--- src/rtl/des_key_schedule.sv ---
// des_key_schedule: sequential DES key schedule generator.
// Loads PC-1 of the key into the C/D halves, then presents one 48-bit
// subkey per valid/ready handshake, rotating C/D between rounds.
// Bit numbering is DES style: bit 1 is the MSB of every vector.
// Optional feature macro: KS_DECRYPT_EN adds the decrypt port and the
// reverse (K16..K1, right-rotating) order.
module des_key_schedule (
  input  logic        clk,
  input  logic        rst_n,
  input  logic        start,
  input  logic [1:64] key_in,
`ifdef KS_DECRYPT_EN
  input  logic        decrypt,
`endif
  output logic [1:48] subkey,
  output logic        subkey_valid,
  input  logic        subkey_ready,
  output logic [3:0]  round_idx,
  output logic        busy,
  output logic        done
);

  typedef enum logic {IDLE = 1'b0, RUN = 1'b1} state_t;

  // PC-1: key bit feeding each C (first 28) and D (last 28) position.
  localparam int PC1 [0:55] = '{
    57, 49, 41, 33, 25, 17,  9,  1, 58, 50, 42, 34, 26, 18,
    10,  2, 59, 51, 43, 35, 27, 19, 11,  3, 60, 52, 44, 36,
    63, 55, 47, 39, 31, 23, 15,  7, 62, 54, 46, 38, 30, 22,
    14,  6, 61, 53, 45, 37, 29, 21, 13,  5, 28, 20, 12,  4
  };

  // PC-2: CD bit feeding each subkey position.
  localparam int PC2 [0:47] = '{
    14, 17, 11, 24,  1,  5,  3, 28, 15,  6, 21, 10,
    23, 19, 12,  4, 26,  8, 16,  7, 27, 20, 13,  2,
    41, 52, 31, 37, 47, 55, 30, 40, 51, 45, 33, 48,
    44, 49, 39, 56, 34, 53, 46, 42, 50, 36, 29, 32
  };

  state_t      state_q, state_d;
  logic [1:28] c_q, c_d;
  logic [1:28] d_q, d_d;
  logic [3:0]  round_q, round_d;
  logic        done_q, done_d;
`ifdef KS_DECRYPT_EN
  logic        dec_q, dec_d;
`endif

  logic [1:28] pc1_c, pc1_d;
  logic [1:56] cd;
  logic [1:48] pc2_out;
  logic        last_round;

  // True when DES round (idx0 + 1) uses a single-bit shift (rounds 1, 2, 9, 16).
  function automatic logic shift_is_one(input logic [3:0] idx0);
    return (idx0 == 4'd0) || (idx0 == 4'd1) || (idx0 == 4'd8) || (idx0 == 4'd15);
  endfunction

  function automatic logic [1:28] rotl(input logic [1:28] v, input logic two);
    return two ? {v[3:28], v[1:2]} : {v[2:28], v[1]};
  endfunction

`ifdef KS_DECRYPT_EN
  function automatic logic [1:28] rotr(input logic [1:28] v, input logic two);
    return two ? {v[27:28], v[1:26]} : {v[28], v[1:27]};
  endfunction
`endif

  // Fixed permutations are pure wiring: PC-1 of the key, PC-2 of the halves.
  for (genvar i = 0; i < 28; i++) begin : g_pc1
    assign pc1_c[i+1] = key_in[PC1[i]];
    assign pc1_d[i+1] = key_in[PC1[i+28]];
  end

  assign cd = {c_q, d_q};

  for (genvar i = 0; i < 48; i++) begin : g_pc2
    assign pc2_out[i+1] = cd[PC2[i]];
  end

`ifdef KS_DECRYPT_EN
  assign last_round = dec_q ? (round_q == 4'd0) : (round_q == 4'd15);
`else
  assign last_round = (round_q == 4'd15);
`endif

  // Next-state logic: load on start, step the rotation on each handshake.
  always_comb begin
    // NOTE: every variable gets a default first, so no path leaves one
    // unassigned and no latch is inferred.
    state_d = state_q;
    c_d     = c_q;
    d_d     = d_q;
    round_d = round_q;
    done_d  = 1'b0;
`ifdef KS_DECRYPT_EN
    dec_d   = dec_q;
`endif
    unique case (state_q)
      IDLE: begin
        if (start) begin
          state_d = RUN;
`ifdef KS_DECRYPT_EN
          dec_d = decrypt;
          if (decrypt) begin
            // Unrotated halves equal the round-16 state (total shift is 28).
            c_d     = pc1_c;
            d_d     = pc1_d;
            round_d = 4'd15;
          end else
`endif
          begin
            c_d     = rotl(pc1_c, 1'b0);
            d_d     = rotl(pc1_d, 1'b0);
            round_d = 4'd0;
          end
        end
      end
      RUN: begin
        if (subkey_ready) begin
          if (last_round) begin
            state_d = IDLE;
            done_d  = 1'b1;
          end else begin
`ifdef KS_DECRYPT_EN
            if (dec_q) begin
              // Undo the shift of the round just presented.
              c_d     = rotr(c_q, !shift_is_one(round_q));
              d_d     = rotr(d_q, !shift_is_one(round_q));
              round_d = round_q - 4'd1;
            end else
`endif
            begin
              // Apply the shift of the round about to be presented.
              c_d     = rotl(c_q, !shift_is_one(round_q + 4'd1));
              d_d     = rotl(d_q, !shift_is_one(round_q + 4'd1));
              round_d = round_q + 4'd1;
            end
          end
        end
      end
      default: state_d = IDLE;
    endcase
  end

  // State and datapath registers with asynchronous active-low reset.
  always_ff @(posedge clk or negedge rst_n) begin
    if (!rst_n) begin
      state_q <= IDLE;
      c_q     <= '0;
      d_q     <= '0;
      round_q <= '0;
      done_q  <= 1'b0;
`ifdef KS_DECRYPT_EN
      dec_q   <= 1'b0;
`endif
    end else begin
      // NOTE: non-blocking assignments so every register samples the
      // pre-edge values computed by the combinational block.
      state_q <= state_d;
      c_q     <= c_d;
      d_q     <= d_d;
      round_q <= round_d;
      done_q  <= done_d;
`ifdef KS_DECRYPT_EN
      dec_q   <= dec_d;
`endif
    end
  end

  assign subkey_valid = (state_q == RUN);
  assign busy         = (state_q == RUN);
  assign round_idx    = round_q;
  assign done         = done_q;
  assign subkey       = subkey_valid ? pc2_out : '0;

endmodule

--- config.mk ---
export PLATFORM = sky130hd
export DESIGN_NAME = des_key_schedule
export DESIGN_NICKNAME = d
export VERILOG_FILES = /design/src/rtl/des_key_schedule.sv
export SDC_FILE = /design/constraint.sdc
export NUM_CORES = 1
export LEC_CHECK = 0
export BUFFER_PORTS_ARGS = -buffer_cell sky130_fd_sc_hd__buf_2
export CAP_MARGIN = 0
export CORE_UTILIZATION = 25
export CTS_CLUSTER_DIAMETER = 150
export DETAILED_ROUTE_END_ITERATION = 8
export PLACE_DENSITY = 0.51
export SLEW_MARGIN = 15
export SYNTH_ARGS = -nofsm -noshare
export SYNTH_HDL_FRONTEND = slang
export SYNTH_SLANG_ARGS = --single-unit
--- constraint.sdc ---
create_clock -name clk -period 3.1 [get_ports clk]
set_input_delay 0.93 -clock clk [delete_from_list [all_inputs] [get_ports clk]]
set_output_delay 0.93 -clock clk [all_outputs]
set_load 0.03 [all_outputs]
# ---- Yosys cells after proc, flatten, opt, wreduce, memory -nomap -nowiden
# Index checks and enable logic that the tools add are counted.
dict set report classes {
  n_addsub 1
  n_reduce_logical 5
  eq_ne 7
  mux 22
  bitwise_logic 1
}
# operator n
set ops {}
lappend ops {{$mux W28} 8}
lappend ops {{$pmux W28 S2} 2}
lappend ops {{$mux W48} 1}
lappend ops {{$eq A4 B4 Y1 const B} 3}
lappend ops {{$mux W4} 3}
lappend ops {{$pmux W4 S2} 1}
lappend ops {{$mux W1} 6}
lappend ops {{$ne A2 B2 Y1 const B} 3}
lappend ops {{$add A4 B1 Y4 const B} 1}
lappend ops {{$eq A4 B1 Y1 const B} 1}
lappend ops {{$logic_not A4 Y1} 1}
lappend ops {{$logic_or A1 B1 Y1} 3}
lappend ops {{$reduce_and A3 Y1} 1}
lappend ops {{$pmux W1 S2} 1}
lappend ops {{$not A1 Y1} 1}
dict set report word_totals {
  ff_bits 62
  in_bits 68
  wordCells 41
  out_inout_bits 55
}

# ---- Longest topological paths before layout
# Gate-level depths: netlist of the first run.
dict set report logic_depth {
  ltp_word 9
  ltp_mapped 9
}

# ---- Worst setup path after synthesis of the first run
# No wires, ideal clock.
dict set report synth_path {
  kind {reg2out}
  start {reg state_q (netlist: busy)}
  end {out subkey[1] (netlist name)}
  path_stages_with_launch 6
  t_arrival_ns 1.732
  required_ns 2.170
  setup_slack_ns 0.438
  path_buffers 4
  cell_sequence {dfrtp_1 > clkbuf_1 > buf_2 > clkbuf_1 > clkbuf_1 > and2_1}
}
dict set report synth_via {
  elab_chain_cells 1
}
# item line
set synth_lines {}
lappend synth_lines {{start: declaration} 41} ;# state_t state_q, state_d;
lappend synth_lines {{start signal: assignment} 161} ;# state_q <= state_d;
lappend synth_lines {{$mux W48} 176} ;# assign subkey = subkey_valid ? pc2_out : '0;
lappend synth_lines {{end: declaration} 15} ;# output logic [1:48] subkey,
# Every way passes these cells.

# ---- Worst setup path in the final report of the first run
dict set report layout_path {
  start {reg state_q (netlist: busy)}
  end {out subkey[3] (netlist name)}
}
# Same word-level chain as after synthesis.

==> results by group, run 1 <==
Global route
  – GRT busiest layer: met2
  – Vias in the first global route: 4303
  – Global-route track usage on met2: 0.275
  – Met3 GRT Util: 0.0310
  – Maximum number of pins on one net before global-route repair: 40
  – Met1 Usage GRT: 0.241
  – Overall overflow remaining after global route: 0
  – First-pass GRT wire length: 24100 um
  – Antenna violations before repair: 0
  – GRT Resource Usage Total: 0.175

Timing
  – Fin. max-slew vios: 0
  – Fmax: 353 MHz
  – Worst slew slack as a fraction of its limit: 0.305
  – Final sum of negative setup slack: 0 ns
  – Share of the clock period used by the worst path after layout: 0.913
  – Minimum clock period: around 2.8 ns
  – Final setup fails: 0
  – Setup repair after global routing missed its margin: no
  – Worst Tran Pin Value: 1.04 ns
  – Worst Clk Skew: 0.00923 ns
  – Final hold violations: 0

Floorplanning
  – Die Height: 133 um
  – Num ports: 123
  – Num rows: 47
  – DIE AREA: between 15000 and 20000 um^2
  – Core Box Area: around 17000 um^2
  – Die width: 133 um
  – Initial core utilization: 0.256

Yosys
  – Number of flip-flops and latches in the synthesized netlist: 62
  – Number of unique standard cell types used by synthesis: 35
  – Post-synth top area cell: sky130_fd_sc_hd__dfrtp_1
  – Commonest register cell after synthesis: sky130_fd_sc_hd__dfrtp_1
  – Synth Net Count: between 500 and 600
  – Top-area cell type share of the netlist area: 0.364
  – Post-synthesis instance area: 4270 um^2
  – Most repeated cell in the gate-level netlist after synthesis: sky130_fd_sc_hd__dfrtp_1
  – Gate Count Post-Synth: 497
  – Share of synthesized area occupied by flip-flops and latches: 0.364
  – Synth cell count leaders: sky130_fd_sc_hd__dfrtp_1 (62), sky130_fd_sc_hd__o211ai_1 (56), sky130_fd_sc_hd__a21oi_1 (44), sky130_fd_sc_hd__nand2_1 (40), sky130_fd_sc_hd__mux2i_1 (35)
  – Per-instance average area after synthesis: 8.58 um^2
  – Synthesis Warnings: 0
  – Area contributors post-synth: sky130_fd_sc_hd__dfrtp_1 (36%), sky130_fd_sc_hd__o211ai_1 (9.9%), sky130_fd_sc_hd__mux2i_1 (8.2%)
  – Async set-or-reset flop fraction in the synthesized netlist: 1.00
  – Number of flops mapped to enable cells by yosys: 0

Clock tree
  – Clock transition at the registers of the reported paths: 0.06 ns
  – Total clock buffers created by CTS: 9
  – Postcts setup bufs: 0
  – Post-CTS sizing: 0
  – Count of hold buffers inserted by post-cts repair: 0
  – CTS H-tree depth: 3
  – CTS tree: done
  – Max Root-Sink Buffers: 2
  – Clock sink count: 62
  – Root buf cell: sky130_fd_sc_hd__clkbuf_16
  – Clock latency on the worst-skew pair: 0.34 ns

Placement
  – Final weighted congestion in routability-driven placement: 0.784
  – Post-place instance area: 5040 um^2
  – Number of buffer cells added on primary ports: 114
  – Half-perimeter wire length after placement: approximately 10000 um

Power
  – Power per cell area: 1200 nW/um^2
  – Leak Pwr: between 0.002 and 0.0025 uW
  – Largest voltage drop on the vdd net: 0.421 mV

Setup path
  – Required time at the endpoint of the critical path: 2.17 ns
  – Maximum fanout along the worst path: 33
  – Number of cells traversed by the worst register-to-register path: 6
  – Type of destination of the critical path: output port
  – Worst-case register-to-register setup slack: 0.54 ns
  – Data arrival at the endpoint of the critical path: 1.90 ns
  – CP Class: reg -> out
  – Startpoint of the lowest-slack register-to-register path: round_idx[0]
  – Element type at the critical path start: flop
  – Capture instance of the worst register-to-register path: d_q[19]

Route
  – Antenna violation net count after detailed routing: 0
  – Violation count after the first detailed-routing iteration: 338
  – Total number of vias: between 4000 and 5000
  – Drt total wl: 15100 um
  – Avg Vias per Cell: 5.29
  – First-pass detailed-route iteration total: 5
  – Routed WL per cell: 18.5 um
  – DRC violation count after routing: 0

Min path
  – Class of the most critical hold timing path: reg -> reg
  – Hold path depth: 1
  – Hold path endpoint: d_q[16]
  – Launch point of the worst hold path: d_q[16]

Job
  – Maximum capacitance violations: 0

Outcome
  – Result of the run: complete, no violations

Final layout
  – Area growth from synthesis to layout: 25.0%
  – Fraction of final layout cells with drive strength greater than 1: 0.260
  – Number of antenna diodes: 0
  – Fin nets: 659
  – Final standard cell area without fillers: 5330 um^2
[placed cells by master (no fill, tap or decap), types with 20 or more instances in the layout]
| cell | n |
|---|---|
| sky130_fd_sc_hd__buf_2 | 114 |
| sky130_fd_sc_hd__dfrtp_1 | 61 |
| sky130_fd_sc_hd__o211ai_1 | 56 |
| sky130_fd_sc_hd__a21oi_1 | 44 |
| sky130_fd_sc_hd__nand2_1 | 40 |
| sky130_fd_sc_hd__mux2i_1 | 35 |
| sky130_fd_sc_hd__nor2_1 | 34 |
| sky130_fd_sc_hd__and2_1 | 33 |
| sky130_fd_sc_hd__inv_1 | 22 |
| sky130_fd_sc_hd__nand4_1 | 20 |
[metrics by stage]
step	utilization	cells	worst slack (ns)	hold slack [ns]	power (uW)
2_1_floorplan	-	497	0.438	0.471	4300
3_3_place_gp	0.303	797	0.578	0.481	5360
3_5_place_dp	0.303	797	0.541	0.488	5410
4_1_cts	0.320	812	0.252	0.500	6430
5_1_grt	0.320	812	0.152	0.522	6840
6_report	0.320	812	0.271	0.499	6400
[sequential cells by signal, summed over array words and instances, names as in the netlist]
name / flops
c_q: 28
round_idx: 4
d_q: 28
done: 1
busy: 1
[critical path, stage by stage (launching register included)]
cell and delay (ns):
sky130_fd_sc_hd__dfrtp_2 0.79, sky130_fd_sc_hd__buf_4 0.31, sky130_fd_sc_hd__nand2_1 0.18, sky130_fd_sc_hd__inv_1 0.09, sky130_fd_sc_hd__buf_2 0.19
[report_power, final]
group / internal, uW / switching [uW]
clock: 637 / 378
sequential: 1210 / 410
combinational: 1330 / 2440
total: 3170 / 3230
[layer usage]
| metal | vias to the layer above | wire, um |
|---|---|---|
| li1 | 2010 | - |
| met1 | 2114 | 6810 |
| met2 | 152 | 7020 |
| met3 | 18 | 964 |
| met4 | 0 | 251 |
| met5 | - | 0 |
[area by class of cell]
type / instances / area, um^2
clock buffer: 11 / 243
tap: 220 / 275
inverter: 22 / 82.6
fill: 1796 / 11300
sequential: 62 / 1550
clock inverter: 4 / 47.5
timing repair buffer: 134 / 746
multi-input combinational: 359 / 2380
[how the worst max path moves through the flow]
stage	start	endpoint	slack, ns	cells after the start
floorplan	busy	subkey[1]	0.44	5
CTS	busy	subkey[3]	0.25	4
global placement	round_idx[0]	d_q[17]	0.58	6
global route	busy	subkey[34]	0.15	4
finish	busy	subkey[3]	0.27	4
detailed placement	round_idx[0]	d_q[19]	0.54	6
[logic make-up after synthesis]
logic type / count (synthesis) / share of synthesized area
adders and majority gates: 3 / 0.00880
muxes: 36 / 0.0848
buffers and inverters: 76 / 0.0813
DFF: 62 / 0.364
AOI/OAI and AO/OA: 169 / 0.284
and+or+nand+nor: 151 / 0.177
No activity file was read; power rests on OpenSTA's default activity.
==> run 2, diff against run 1 <==
--- a/config.mk
+++ b/config.mk
@@ -7,6 +7,7 @@
 export LEC_CHECK = 0
 export BUFFER_PORTS_ARGS = -buffer_cell sky130_fd_sc_hd__buf_2
 export CAP_MARGIN = 0
+export CORE_ASPECT_RATIO = 0.6
 export CORE_UTILIZATION = 25
 export CTS_CLUSTER_DIAMETER = 150
 export DETAILED_ROUTE_END_ITERATION = 8
==> results by group, run 2 (synthesis gave the netlist of run 1 again) <==
Final layout
  – Fin util: 0.322 (+0.00202)
  – Fraction of final layout cells with drive strength greater than 1: 0.258 (-0.00169)
  – Leading cell type in the layout, fill and taps excluded: sky130_fd_sc_hd__buf_2
  – Combined area of the multi-input logic cells: 2380 um^2 (unchanged)
  – Fill cell total of the finished layout: 1739 (-3.2%)
  – Highest-count cells in the layout ignoring fill and taps: sky130_fd_sc_hd__buf_2 (114), sky130_fd_sc_hd__dfrtp_1 (61), sky130_fd_sc_hd__o211ai_1 (56)
  – Total area of sequential cells: 1550 um^2 (unchanged)
  – Post-route insts no fill: 820 (+0.99%)
  – Number of antenna diodes: 0 (unchanged)
  – Area growth from synthesis to layout: 24.2%
  – Fin nets: 658 (-0.15%)

Route
  – Drt total wl: 15800 um (+5.0%)
  – Routed WL per cell: 19.3 um (+4.0%)
  – Violation count after the first detailed-routing iteration: 419 (+24%)
  – DRC violation count after routing: 0 (unchanged)
  – Antenna violation net count after detailed routing: 0 (unchanged)
  – Avg Vias per Cell: 5.31 (+0.38%)
  – Total number of vias: 4353 (+1.4%)
  – First-pass detailed-route iteration total: 5 (unchanged)

Timing
  – Setup slack of the critical path after layout: 0.344 ns (+0.0730 ns)
  – Final setup fails: 0 (unchanged)
  – Fmax: 363 MHz (+2.6%)
  – Fin. max-slew vios: 0 (unchanged)
  – Minimum clock period: 2.76 ns (-0.0730 ns)
  – Worst Tran Pin Value: 1.06 ns (+0.0136 ns)
  – Final hold violations: 0 (unchanged)
  – Worst slew slack as a fraction of its limit: 0.296 (-0.00906)
  – Min Hold Slack: 0.497 ns (-0.00266 ns)
  – Share of the clock period used by the worst path after layout: 0.889 (-0.0235)
  – Worst Clk Skew: 0.00931 ns (+0.0000762 ns)
  – Final sum of negative setup slack: 0 ns (unchanged)
  – Setup repair after global routing missed its margin: no

Setup path
  – Startpoint of the lowest-slack register-to-register path: round_idx[0]
  – Source of the critical timing path: busy
  – CP Class: reg -> out
  – Element type at the critical path start: flop
  – Type of destination of the critical path: output port
  – Data arrival at the endpoint of the critical path: 1.83 ns (-0.07 ns)
  – Maximum fanout along the worst path: 27 (-18%)
  – Required time at the endpoint of the critical path: 2.17 ns (about the same)

Power
  – Largest voltage drop on the vdd net: 0.407 mV (-3.3%)
  – Leak Pwr: 0.00247 uW (-0.71%)
  – Power per cell area: 1200 nW/um^2 (+0.27%)

Floorplanning
  – DIE AREA: 17600 um^2 (about the same)
  – Initial core utilization: 0.259 (+0.00314)
  – Die width: 171 um (+29%)
  – Die Height: 103 um (-22%)
  – Core Box Area: 16400 um^2 (-1.2%)
  – Num rows: 36 (-23%)
  – Num ports: 123 (unchanged)

Placement
  – Half-perimeter wire length after placement: 11000 um (+5.4%)
  – Final weighted congestion in routability-driven placement: 0.812 (+3.7%)
  – Cell total after placement: 804 (+0.88%)
  – Number of buffer cells added on primary ports: 114 (unchanged)
  – Worst slack at placement: 0.530 ns (-0.0117 ns)

Clock tree
  – Max Root-Sink Buffers: 2 (unchanged)
  – CTS H-tree depth: 3 (unchanged)
  – Clock latency on the worst-skew pair: 0.34 ns (about the same)
  – Total clock buffers created by CTS: 9 (unchanged)
  – Count of hold buffers inserted by post-cts repair: 0 (unchanged)
  – Postcts setup bufs: 0 (unchanged)
  – CTS tree: done
  – Post-CTS sizing: 0 (unchanged)
  – Root buf cell: sky130_fd_sc_hd__clkbuf_16
  – Clock sink count: 62 (unchanged)
  – Clock transition at the registers of the reported paths: 0.05 ns (about the same)

Global route
  – Antenna violations before repair: 0 (unchanged)
  – First-pass GRT wire length: 24400 um (+1.3%)
  – GRT Resource Usage Total: 0.184 (+0.00837)
  – Vias in the first global route: 4140 (-3.8%)
  – Overall overflow remaining after global route: 0 (unchanged)
  – Maximum number of pins on one net before global-route repair: 38 (-5.0%)

Outcome
  – Result of the run: complete, no violations

Min path
  – Class of the most critical hold timing path: in -> async

Job
  – Maximum capacitance violations: 0 (unchanged)
[run 2: cell types whose count changed in the layout (fill, tap and decap cells not counted), sizes merged]
cell,before,now
clkinv,2,3
clkbuf,11,12
buf,134,133
bufinv,1,0
[run 2: critical path: stages (launching register included)]
cell,delay (ns)
sky130_fd_sc_hd__dfrtp_2,0.72
sky130_fd_sc_hd__buf_4,0.32
sky130_fd_sc_hd__nand2_1,0.16
sky130_fd_sc_hd__inv_1,0.09
sky130_fd_sc_hd__buf_2,0.19
[run 2: worst paths after layout]
check / to / slack (ns) / cells past startpoint
worst min register to register: c_q[26] / 0.50 / 1
max in group asynchronous: d_q[12] / 1.90 / 2
worst max-delay path: subkey[30] / 0.34 / 4
worst max register to register: d_q[19] / 0.48 / 7
min in group clk: c_q[26] / 0.50 / 1
worst min-delay path: done / 0.50 / 1
[run 2: power breakdown]
part / switching (uW) / leakage, uW / internal (uW) / total [uW]
Sequential: 420 / 0.000747 / 1210 / 1630
Clock: 387 / 0.000132 / 559 / 946
Combinational: 2490 / 0.00159 / 1310 / 3810
Total: 3300 / 0.00247 / 3080 / 6380
[run 2: metal layers]
metal,up-vias,GRT usage,wire length (um)
met5,-,0,0
li1,2014,-,-
met4,0,0.0305,85
met1,2144,0.280,8180
met2,184,0.265,6560
met3,11,0.0381,973
[run 2: area by class of cell]
type                       count  area share
inverter                      22      0.0156
timing repair buffer         133       0.137
multi-input combinational    359       0.450
clock inverter                 4     0.00425
tap                          228      0.0538
clock buffer                  12      0.0465
sequential                    62       0.293
[run 2: per-stage QoR]
stage | instance area (um^2) | total power (uW)
final | 5300 | 6380
after global routing | 5300 | 6810
after CTS | 5300 | 6390
after detailed placement | 5030 | 5420
after global placement | 5030 | 5360
after floorplan | 4270 | 4300
==> run 3, diff against run 2 <==
--- a/config.mk
+++ b/config.mk
@@ -7,12 +7,13 @@
 export LEC_CHECK = 0
 export BUFFER_PORTS_ARGS = -buffer_cell sky130_fd_sc_hd__buf_2
 export CAP_MARGIN = 0
+export CELL_PAD_IN_SITES_DETAIL_PLACEMENT = 1
+export CELL_PAD_IN_SITES_GLOBAL_PLACEMENT = 1
 export CORE_ASPECT_RATIO = 0.6
 export CORE_UTILIZATION = 25
 export CTS_CLUSTER_DIAMETER = 150
 export DETAILED_ROUTE_END_ITERATION = 8
-export PLACE_DENSITY = 0.51
-export SLEW_MARGIN = 15
+export PLACE_DENSITY = 0.54
 export SYNTH_ARGS = -nofsm -noshare
 export SYNTH_HDL_FRONTEND = slang
 export SYNTH_SLANG_ARGS = --single-unit
==> results by group, run 3 (synthesis gave the netlist of run 1 again) <==
Timing
  – Worst Clk Skew: 0.00404 ns (-0.00527 ns)
  – Setup repair after global routing missed its margin: no
  – Min Hold Slack: 0.493 ns (-0.00369 ns)
  – Worst slew slack as a fraction of its limit: 0.294 (-0.00186)
  – Minimum clock period: 2.76 ns (+0.00478 ns)
  – Final setup fails: 0 (unchanged)
  – Final sum of negative setup slack: 0 ns (unchanged)
  – Share of the clock period used by the worst path after layout: 0.891 (+0.00154)
  – Final hold violations: 0 (unchanged)
  – Fin. max-slew vios: 0 (unchanged)
  – Worst Tran Pin Value: 1.06 ns (+0.00280 ns)
  – Fmax: 362 MHz (-0.17%)

Setup path
  – Type of destination of the critical path: output port
  – Maximum fanout along the worst path: 32 (+19%)
  – Data arrival at the endpoint of the critical path: 1.83 ns (about the same)
  – Required time at the endpoint of the critical path: 2.17 ns (about the same)
  – Element type at the critical path start: flop
  – CP Class: reg -> out

Placement
  – Post-place instance area: 5100 um^2 (+1.4%)
  – Number of buffer cells added on primary ports: 114 (unchanged)
  – Half-perimeter wire length after placement: 11800 um (+7.1%)
  – Final weighted congestion in routability-driven placement: 0.811 (-0.20%)

Clock tree
  – Clock latency on the worst-skew pair: 0.33 ns (about the same)
  – Root buf cell: sky130_fd_sc_hd__clkbuf_16
  – Total clock buffers created by CTS: 9 (unchanged)
  – CTS H-tree depth: 3 (unchanged)
  – Max Root-Sink Buffers: 2 (unchanged)
  – Clock sink count: 62 (unchanged)
  – Clock transition at the registers of the reported paths: 0.05 ns (about the same)
  – CTS tree: done
  – Postcts setup bufs: 0 (unchanged)
  – Count of hold buffers inserted by post-cts repair: 0 (unchanged)
  – Post-CTS sizing: 0 (unchanged)

Route
  – Antenna violation net count after detailed routing: 0 (unchanged)
  – DRC violation count after routing: 0 (unchanged)
  – Total number of vias: 4293 (-1.4%)
  – First-pass detailed-route iteration total: 4 (-1)
  – Avg Vias per Cell: 5.20 (-2.1%)
  – Violation count after the first detailed-routing iteration: 216 (-48%)
  – Routed WL per cell: 20.3 um (+5.4%)
  – Drt total wl: 16800 um (+6.2%)

Outcome
  – Result of the run: complete, no violations

Floorplanning
  – Die Height: 103 um (unchanged)
  – Initial core utilization: 0.259 (unchanged)
  – DIE AREA: 17600 um^2 (unchanged)
  – Num rows: 36 (unchanged)
  – Num ports: 123 (unchanged)
  – Core Box Area: 16400 um^2 (unchanged)
  – Die width: 171 um (unchanged)

Power
  – Leak Pwr: 0.00254 uW (+2.8%)
  – Largest voltage drop on the vdd net: 0.411 mV (+1.0%)
  – Total Power Consumption: 6710 uW (+5.2%)
  – Power per cell area: 1240 nW/um^2 (+2.6%)

Final layout
  – Fin nets: 664 (+0.91%)
  – Fill cell total of the finished layout: 1933 (+11%)
  – Highest-count cells in the layout ignoring fill and taps: sky130_fd_sc_hd__buf_2 (114), sky130_fd_sc_hd__dfrtp_1 (61), sky130_fd_sc_hd__o211ai_1 (56)
  – Area growth from synthesis to layout: 27.4%
  – Combined area of the multi-input logic cells: 2380 um^2 (unchanged)
  – Total area of sequential cells: 1550 um^2 (unchanged)
  – Fraction of final layout cells with drive strength greater than 1: 0.268 (+0.00911)
  – Leading cell type in the layout, fill and taps excluded: sky130_fd_sc_hd__buf_2
  – Number of antenna diodes: 0 (unchanged)
  – Final standard cell area without fillers: 5440 um^2 (+2.6%)

Min path
  – Class of the most critical hold timing path: reg -> reg

Global route
  – Maximum number of pins on one net before global-route repair: 52 (+37%)
  – Antenna violations before repair: 0 (unchanged)
  – Overall overflow remaining after global route: 0 (unchanged)
  – First-pass GRT wire length: 26000 um (+6.4%)
  – GRT Resource Usage Total: 0.198 (+0.0150)
  – Vias in the first global route: 4396 (+6.2%)

Job
  – Maximum capacitance violations: 0 (unchanged)
run 3: metrics by stage:
step	worst slack [ns]	utilization	instances
4_1_cts	0.331	0.331	826
5_1_grt	0.226	0.331	826
2_1_floorplan	0.438	-	497
3_5_place_dp	0.544	0.310	810
3_3_place_gp	0.562	0.310	810
6_report	0.339	0.331	826
run 3: critical path, stage by stage (launching register included):
cell and delay [ns]:
sky130_fd_sc_hd__dfrtp_2 0.80, sky130_fd_sc_hd__buf_12 0.24, sky130_fd_sc_hd__nand2_1 0.15, sky130_fd_sc_hd__inv_1 0.08
sky130_fd_sc_hd__buf_2 0.19
run 3: layout make-up:
class                      instances  share of cell area
multi-input combinational        359               0.439
sequential                        62               0.286
timing repair buffer             139               0.146
tap                              228              0.0525
clock buffer                      13              0.0497
inverter                          22              0.0152
clock inverter                     3              0.0120
run 3: power breakdown:
group	switching (uW)	internal [uW]
sequential	444	1210
clock	377	769
combinational	2540	1380
run 3: per-layer routing:
| metal | wire length (um) | global-route usage | vias to the layer above |
|---|---|---|---|
| li1 | - | - | 2032 |
| met5 | 0 | 0 | - |
| met4 | 97 | 0.0402 | 0 |
| met2 | 7110 | 0.288 | 131 |
| met1 | 8600 | 0.300 | 2121 |
| met3 | 972 | 0.0411 | 9 |
run 3: path summary, 6_finish.rpt:
kind                            depth (start not counted)         start         end  slack (ns)
worst max-delay path                                    4          busy  subkey[22]        0.34
worst min-delay path                                    1       d_q[16]     d_q[16]        0.49
worst max register to register                          8  round_idx[0]     d_q[11]        0.76
worst min register to register                          1       d_q[16]     d_q[16]        0.49
max in group asynchronous                               2         rst_n     d_q[14]        1.78
min in group asynchronous                               1         rst_n        busy        0.57
